===== src/rtl/credit_sender.sv =====
// rtl/credit_sender.sv - credit-gated transmit queue feeding a credit counter
module credit_sender #(
    parameter int data_sz  = 32,
    parameter int count_sz = 10,
    parameter int depth    = 4
) (
    input  logic                      CLK,
    input  logic                      RST,
    input  logic                      enq__ENA,
    input  logic [data_sz-1:0]        enq_data,
    input  logic [count_sz-1:0]       enq_len,
    output logic                      enq__RDY,
    output logic                      out__ENA,
    output logic [data_sz-1:0]        out_data,
    output logic [count_sz-1:0]       out_len,
    input  logic                      out__RDY,
    output logic                      maybeDecrement__ENA,
    output logic [count_sz-1:0]       maybeDecrement_v,
    input  logic                      maybeDecrement,
    output logic [$clog2(depth):0]    pending,
    output logic [15:0]               stall_count,
    output logic                      overflow
);
    localparam int ptr_sz = $clog2(depth);
    localparam logic [ptr_sz:0]   c_full    = (ptr_sz + 1)'(depth);
    localparam logic [ptr_sz:0]   c_one     = (ptr_sz + 1)'(1);
    localparam logic [ptr_sz-1:0] c_ptr_one = ptr_sz'(1);

    logic [data_sz-1:0]  r_data_mem [depth];
    logic [count_sz-1:0] r_len_mem  [depth];
    logic [ptr_sz-1:0]   r_rd_ptr;
    logic [ptr_sz-1:0]   r_wr_ptr;
    logic [ptr_sz:0]     r_pending;
    logic [15:0]         r_stall;
    logic                r_overflow;

    logic w_head_valid;
    logic w_req;
    logic w_fire;
    logic w_enq_ok;
    logic w_not_full;

    assign w_head_valid = (r_pending != '0);
    assign w_not_full   = (r_pending != c_full);
    assign w_req        = w_head_valid & out__RDY;
    assign w_fire       = w_req & maybeDecrement;
    assign w_enq_ok     = enq__ENA & w_not_full;

    assign enq__RDY            = w_not_full;
    assign out__ENA            = w_fire;
    assign out_data            = r_data_mem[r_rd_ptr];
    assign out_len             = r_len_mem[r_rd_ptr];
    assign maybeDecrement__ENA = w_req;
    // The counter debits v whenever it grants, so v must be zero without a request.
    assign maybeDecrement_v    = w_req ? r_len_mem[r_rd_ptr] : '0;
    assign pending             = r_pending;
    assign stall_count         = r_stall;
    assign overflow            = r_overflow;

    always_ff @(posedge CLK) begin
        if (w_enq_ok) begin
            r_data_mem[r_wr_ptr] <= enq_data;
            r_len_mem[r_wr_ptr]  <= enq_len;
        end
    end

    always_ff @(posedge CLK or posedge RST) begin
        if (RST) begin
            r_rd_ptr   <= '0;
            r_wr_ptr   <= '0;
            r_pending  <= '0;
            r_stall    <= '0;
            r_overflow <= 1'b0;
        end else begin
            if (w_fire) begin
                r_rd_ptr <= r_rd_ptr + c_ptr_one;
            end
            if (w_enq_ok) begin
                r_wr_ptr <= r_wr_ptr + c_ptr_one;
            end
            case ({w_enq_ok, w_fire})
                2'b10:   r_pending <= r_pending + c_one;
                2'b01:   r_pending <= r_pending - c_one;
                default: r_pending <= r_pending;
            endcase
            if (enq__ENA && !w_not_full) begin
                r_overflow <= 1'b1;
            end
            // Only a request refused for lack of credit counts; downstream backpressure does not.
            if (w_req && !maybeDecrement && (r_stall != 16'hFFFF)) begin
                r_stall <= r_stall + 16'd1;
            end
        end
    end
endmodule


===== config.mk =====
export PLATFORM = sky130hd
export DESIGN_NAME = credit_sender
export DESIGN_NICKNAME = d
export VERILOG_FILES = /design/src/rtl/credit_sender.sv
export SDC_FILE = /design/constraint.sdc
export NUM_CORES = 1
export LEC_CHECK = 0
export CAP_MARGIN = 20
export CELL_PAD_IN_SITES_DETAIL_PLACEMENT = 2
export CELL_PAD_IN_SITES_GLOBAL_PLACEMENT = 2
export CORE_MARGIN = 2
export CORE_UTILIZATION = 43
export CTS_CLUSTER_SIZE = 14
export DETAILED_ROUTE_END_ITERATION = 16
export MAX_ROUTING_LAYER = met4
export PLACE_DENSITY = 0.81
export REMOVE_ABC_BUFFERS = 1
export SYNTH_ARGS = -nofsm -noshare
export SYNTH_HDL_FRONTEND = slang
export SYNTH_SLANG_ARGS = --single-unit

===== constraint.sdc =====
create_clock -name CLK -period 4.25 [get_ports CLK]
set_clock_uncertainty 0.2 [all_clocks]
set_input_delay 0.425 -clock CLK [delete_from_list [all_inputs] [get_ports CLK]]
set_output_delay 0.425 -clock CLK [all_outputs]
set_load 0.01 [all_outputs]

# Word-level counts from Yosys, hierarchy flattened
# Memory sizes are Yosys's and may differ from the RTL's.
# Cells that the tools add are included.
[classes]
add_sub_neg = 5
n_eq_ne = 4
muxes = 4
bitwise_logic = 3
reduce_logical = 7
[ops]
columns = ["cell", "n"]
rows = [
  ["$add 16x1->16 const B", 1],
  ["$ne 16x16->1 const B", 1],
  ["$mux 10", 1],
  ["$pmux 3 s2", 1],
  ["$add 2x1->2 const B", 2],
  ["$add 3x1->3 const B", 1],
  ["$and 1x1->1", 3],
  ["$logic_and 1x1->1", 3],
  ["$ne 3x3->1 const B", 1],
  ["$reduce_bool 3->1", 1],
  ["$sub 3x1->3 const B", 1],
  ["$eq 2x1->1 const B", 1],
  ["$eq 2x2->1 const B", 1],
  ["$logic_not 1->1", 2],
  ["$mux 1", 2],
  ["$reduce_bool 2->1", 1],
]
[word_totals]
register_bits = 24
ram_bits = 168
out_inout_bits = 75
word_cells = 30
memories = 2
[mem_list]
columns = ["memory", "depth", "word_bits", "rd", "rd_ports_with_merged_regs", "write_ports", "line_no", "source"]
rows = [
  ["r_data_mem", 4, 32, 1, 0, 1, "29", "logic [data_sz-1:0] r_data_mem [depth];"],
  ["r_len_mem", 4, 10, 1, 0, 1, "30", "logic [count_sz-1:0] r_len_mem [depth];"],
]

# Logic depth before layout (Yosys ltp)
# Gate-level depths: netlist of the first run.
[depth]
word_depth = 5
ltp_mapped = 9

# Least setup slack after synthesis of the first run
# No wires, ideal clock.
[synth_timing]
path_kind = "register to register"
startpoint = "reg r_pending[0], in the netlist pending[0]"
endpoint = "mem r_data_mem[0][0] (enable)"
setup_ps = 404
arrival_time_ps = 1788
required_time_ps = 3646
path_slack_ps = 1859
stages_incl_launch_ff = 4
period_less_slack_ps = 2391
cell_sequence = "dfrtp_1 nor2_1 nand2_1 and3_1"
[synth_via]
elab_chain_cells = 4
[synth_lines]
columns = ["element", "line_no", "source"]
rows = [
  ["from (decl)", "33", "logic [ptr_sz:0] r_pending;"],
  ["from (signal assigned)", "82", "2'b10: r_pending <= r_pending + c_one;"],
  ["from (signal assigned)", "83", "2'b01: r_pending <= r_pending - c_one;"],
  ["from (signal assigned)", "84", "default: r_pending <= r_pending;"],
  ["$ne 3x3->1", "44", "assign w_not_full = (r_pending != c_full);"],
  ["net enq__RDY", "12", "output logic enq__RDY,"],
  ["$and 1x1->1", "47", "assign w_enq_ok = enq__ENA & w_not_full;"],
  ["$mux 1", "61", "if (w_enq_ok) begin"],
  ["$mux 1 (implied by the code)", "62", "r_data_mem[r_wr_ptr] <= enq_data;"],
  ["to (decl)", "29", ""],
]
# The timed path passes the listed nets, and every way through them passes these cells.

# Worst setup path in the final report of the first run
[layout_timing]
startpoint = "reg r_rd_ptr[0]"
endpoint = "out out_data[30]"
[layout_via]
elab_chain_cells = 1
[layout_lines]
columns = ["element", "line_no", "source"]
rows = [
  ["from (decl)", "31", "logic [ptr_sz-1:0] r_rd_ptr;"],
  ["from (signal assigned)", "76", "r_rd_ptr <= r_rd_ptr + c_ptr_one;"],
  ["$mem_v2 4x32", "-", ""],
  ["to (decl)", "14", "output logic [data_sz-1:0] out_data,"],
]
# Every way passes these cells.

==> results of run 1 <==
-- worst paths after layout --
path                       depth (start not counted)              to  slack (ns)        start
setup / recovery                                   3    out_data[30]        0.80  r_rd_ptr[0]
hold / removal                                     2  stall_count[3]        0.08          RST
setup reg to reg                                   9      pending[2]        1.37   pending[2]
hold reg to reg                                    1        overflow        0.29     overflow
max in group asynchronous                          3     r_rd_ptr[1]        3.34          RST
min in group CLK                                   1        overflow        0.29     overflow
-- metrics by stage --
stage | instance area, um^2 | utilization [%]
2_1_floorplan | 7290 | -
3_3_place_gp | 8840 | 53.1
3_5_place_dp | 8840 | 53.1
4_1_cts | 9450 | 56.8
5_1_grt | 9480 | 56.9
6_report | 9480 | 56.9
-- power groups by stage --
stage                     Combinational, W  Sequential [W]  Clock (W)
final                              0.00213         0.00279    0.00163
after global routing               0.00228         0.00285    0.00172
after CTS                          0.00218         0.00281    0.00167
after detailed placement           0.00215         0.00285          0
after global placement             0.00206         0.00280          0
after floorplan                   0.000990         0.00279          0
-- critical path, cell delays in order, from the launching register on --
cell and delay [ns]:
dfrtp_4 0.81, buf_4 0.44, mux4_2 0.55, clkdlybuf4s50_1 0.56
-- logic make-up (layout without fill, tap and decap cells) --
group,Yosys count,after routing,share of synthesized area [%]
simple gates,50,50,4.13
buf+inv,20,169,1.31
xor+xnor,16,16,1.90
fa+ha+maj,7,7,1.29
flops,192,192,76.7
compound gates,11,11,1.04
mux,47,47,13.6
-- routing by layer --
layer | part of all wire, % | wire length, um | track usage [%] | up-vias
met4 | 2.1 | 397 | 8.19 | 0
met1 | 40 | 7680 | 27.5 | 2041
li1 | - | - | - | 1667
met5 | 0 | 0 | - | -
met3 | 4.1 | 777 | 5.33 | 28
met2 | 53 | 10200 | 37.7 | 97
-- synth_stat cells (3+ instances only) --
cell / count
inv_1: 8
nand3_1: 6
buf_2: 5
and3_1: 8
nor2_1: 4
a21oi_1: 3
and2_1: 11
xor2_1: 3
nand2_1: 5
clkbuf_1: 3
mux2_2: 3
buf_4: 4
edfxtp_1: 168
mux4_2: 42
dfrtp_1: 24
ha_1: 6
xnor2_1: 13
nand4_1: 7
-- flip-flops by register name (all words and copies together) (netlist names) --
signal,count
r_len_mem,40
r_rd_ptr,2
r_wr_ptr,2
pending,3
r_data_mem,128
stall_count,16
overflow,1
-- cell type report --
class / instances / area, um^2
Clock buffer: 17 / 425
Clock inverter: 15 / 181
Fill cell: 1390 / 7170
Inverter: 8 / 30.0
Multi-Input combinational cell: 131 / 1620
Sequential cell: 192 / 5650
Tap cell: 220 / 275
Timing Repair Buffer: 129 / 1290
==> flow_summary.ini, run 1 <==
[run_status]
status = completed

[grt]
grt_pass1_wl_um = 28300
grtUsageTotal_pct = 22.7
antenna_found_initial = 0
grt_pass1_vias = 4397
grt_max_degree = 30
grt_overflow = 0

[floorplanning]
fp-row-count = 47
io_pins = 122
chipWidth_um = 135
die_h_um = 135
initial_core_util_pct = 44.2
floorplan.die_area_um2 = 18200
fp.coreArea_um2 = 16600

[power]
p_int_w = 0.00451
p_comb_share_pct = 32.6
seq_power_share_pct = 42.6
leakagePower_nw = 3.22
pwr-share-clk_pct = 24.8
switching_share_pct = 31.2
ir_drop_v = 0.000449
p_per_area_nw_per_um2 = 691
power_w = 0.00655
p_sw_w = 0.00204

[routing]
wire_per_inst_um = 26.7
drc_errors = 0
drtIter0Drc = 189
antenna_left = 0
drt-pass1-iter-count = 4
wl_um = 19000
viasPerCell = 5.38
num_vias = 3833

[logic_synthesis]
synth_seq_cells = 192
syn_inst = 343
yosys-top-cells-area = edfxtp_1 69%, mux4_2 13%, dfrtp_1 8.2%, xnor2_1 1.5%, ha_1 1.0%
synth-edff-count = 168
postSynthAreaPerCell_um2 = 21.5
synth_top_area_share_pct = 68.6
ys.flop_type = edfxtp_1
synth_warnings = 0
ys_async_sr_fraction_pct = 12.5
syn_area_um2 = 7360
synthDistinctLibCells = 36
synth_top_area_cell = edfxtp_1
synth_seq_area_share_pct = 76.7

[timing]
hold_slack_ns = 0.0771
fmax_mhz = 290
setup_tns_ns = 0
period_needed_ns = 3.45
grt_setup_unrepaired = no
finalSetupViolCount = 0
slew_headroom_pct = 41.4
layout_setup_ws_ns = 0.801
worstMarginPinSlew_ns = 0.878
final_max_slew_viol_count = 0
min_period_over_period_pct = 81.1
hold_violations = 0

[clock_tree]
cts.sinks = 192
cts_setup_buffers = 0
cts_buffers = 17
cts_hold_buf = 0
h-tree-depth = 4
clkLatencyLatePin_ns = 0.44
cts_tree = built
root_buffer = clkbuf_16
ctsResizeCount = 0
clk_pin_slew_worst_paths_ns = 0.08
cts_buffer_depth = 2

[place]
place_inst = 679
place_hpwl_um = 12700
portBuffers = 121
dp_slack_ns = 1.18
gp_congestion = 0.763

[critical_path]
crit_type = reg -> out
cp.required_ns = 3.62
cp.arrival_ns = 2.82
crit_path_start_kind = register
critPathMaxFanout = 28
cp-end-kind = output pin

[cells_and_area]
syn_to_final_growth_pct = 28.8
layout_common_cells = 168 x edfxtp_1, 121 x clkdlybuf4s50_1, 42 x mux4_2, 22 x dfrtp_1, 17 x clkbuf_16
fin_nets = 533
final_common_cell = edfxtp_1
fin_cells = 712
diodes = 0
drive_above_1_share_pct = 19.7

[min_path]
hp-class = in -> async

[run]
max_cap_viol_count = 0
Note: power is estimated with default switching activity, not from simulation.
==> run 2: changes to the inputs <==
- CORE_UTILIZATION: 43 -> 40
- PLACE_DENSITY: 0.81 -> 0.76
- clock period: 4.25 -> 3.3 ns (I/O delays scaled with it)
==> run 2 against run 1 <==
Effect of this change:
- clock-buffer cell count grew 3
- flip-flop and latch count unchanged
- first-iteration DRC count increased by 57%
- critical endpoint is now maybeDecrement_v[9]
- cell count rose by 2.0%
- critical path type unchanged
- wire length grew 6.2%
==> flow_summary.ini, run 2 (synthesis results as in run 1) <==
[place]
portBuffers = 121
place_hpwl_um = 12900
gp_congestion = 0.763
dp_slack_ns = 0.473

[cells_and_area]
top_register = r_data_mem
drive_above_1_share_pct = 19.9
syn_to_final_growth_pct = 31.6
layout_common_cells = 168 x edfxtp_1, 121 x clkdlybuf4s50_1, 42 x mux4_2, 22 x dfrtp_1, 17 x clkbuf_16
fin_nets = 538
largest_reg_flops = 128
diodes = 0
final_common_cell = edfxtp_1

[critical_path]
cp.arrival_ns = 2.55
max_stage_delay_ns = 0.58
critPathSlowestCell = o31ai_2
cp.required_ns = 2.77
cp-end-kind = output pin
critPathMaxFanout = 11
cp_cell_sequence = o31ai_2, inv_1, buf_4, and2_1, clkdlybuf4s50_1
crit_path_start_kind = register
crit_type = reg -> out

[power]
leakagePower_nw = 3.30
p_per_area_nw_per_um2 = 920
power_w = 0.00891
ir_drop_v = 0.000437

[clock_tree]
clkLatencyLatePin_ns = 0.42
clk_pin_slew_worst_paths_ns = 0.06
cts_buffers = 17
cts_buffer_depth = 2
root_buffer = clkbuf_16
cts.sinks = 192
cts_tree = built
h-tree-depth = 4
ctsResizeCount = 0

[routing]
drc_errors = 0
wl_um = 20200
viasPerCell = 5.43
num_vias = 3942
antenna_left = 0
wire_per_inst_um = 27.8
drtIter0Drc = 296
drt-pass1-iter-count = 4

[timing]
layout_setup_ws_ns = 0.224
finalSetupViolCount = 0
final_max_slew_viol_count = 0
worstMarginPinSlew_ns = 0.809
min_period_over_period_pct = 93.2
grt_setup_unrepaired = no
hold_violations = 0
slew_headroom_pct = 45.6
setup_tns_ns = 0
fmax_mhz = 325
hold_slack_ns = 0.298
period_needed_ns = 3.08

[floorplanning]
io_pins = 122
fp-row-count = 49
chipWidth_um = 140
initial_core_util_pct = 40.8
die_h_um = 140
floorplan.die_area_um2 = 19500
fp.coreArea_um2 = 18000

[grt]
antenna_found_initial = 0
grt_pass1_vias = 4489
grt_overflow = 0
grtUsageTotal_pct = 22.1
grt_pass1_wl_um = 30300
grt_max_degree = 32

[min_path]
hp-class = reg -> reg

[run]
max_cap_viol_count = 0

[run_status]
status = completed
[run 2: changes by cell type in the layout (fill, tap and decap cells not counted), sizes merged]
| cell | before | now |
|---|---|---|
| dlygate4sd3 | 0 | 1 |
| clkinvlp | 1 | 0 |
| clkbuf | 17 | 20 |
| inv | 18 | 10 |
| bufinv | 1 | 7 |
| buf | 8 | 12 |
[run 2: final timing paths]
kind	startpoint	end	slack (ns)	cells after the start
hold / removal	overflow	overflow	0.30	1
min in group asynchronous	RST	overflow	0.51	3
setup / recovery	pending[2]	maybeDecrement_v[9]	0.22	5
max in group asynchronous	RST	r_rd_ptr[0]	1.98	4
setup reg to reg	pending[2]	pending[2]	0.64	9
hold reg to reg	overflow	overflow	0.30	1
[run 2: metal layers]
metal  global-route usage [%]  part of all wire, %
met2                     38.2                   55
met5                        -                    0
met4                     7.26                  1.5
met1                     26.6                   39
met3                     3.85                  4.5
[run 2: layout make-up]
cell class	count	area (um^2)
timing repair buffer	134	1390
clock inverter	12	254
inverter	8	30.0
fill	1558	8340
multi-input combinational	131	1620
clock buffer	20	447
sequential	192	5650
tap	229	287
[run 2: timing repair]
action | CTS | global route
setup endpoints to repair | 0 | 10
setup buffers | 0 | 1
endpoints found under the hold margin | 0 | 4
hold buffers | 0 | 1
[run 2: through the flow]
stage	utilization, %	cells	area [um^2]
floorplan	-	331	7290
global placement	49.5	691	8920
detailed placement	49.5	691	8920
CTS	53.4	723	9630
global route	53.7	726	9680
finish	53.7	726	9680
[run 2: power breakdown]
part / switching [W] / internal, W / total, W
logic: 0.00132 / 0.00160 / 0.00292
clock network: 0.000899 / 0.00153 / 0.00243
registers: 0.000364 / 0.00320 / 0.00356
total: 0.00259 / 0.00632 / 0.00891
[run 2: critical path, delay by kind of cell, from the launching register on]
kind | cells | cell delay [ns]
buffers and inverters | 3 | 0.90
DFF | 1 | 0.47
AOI/OAI and AO/OA | 1 | 0.58
and+or+nand+nor | 1 | 0.16
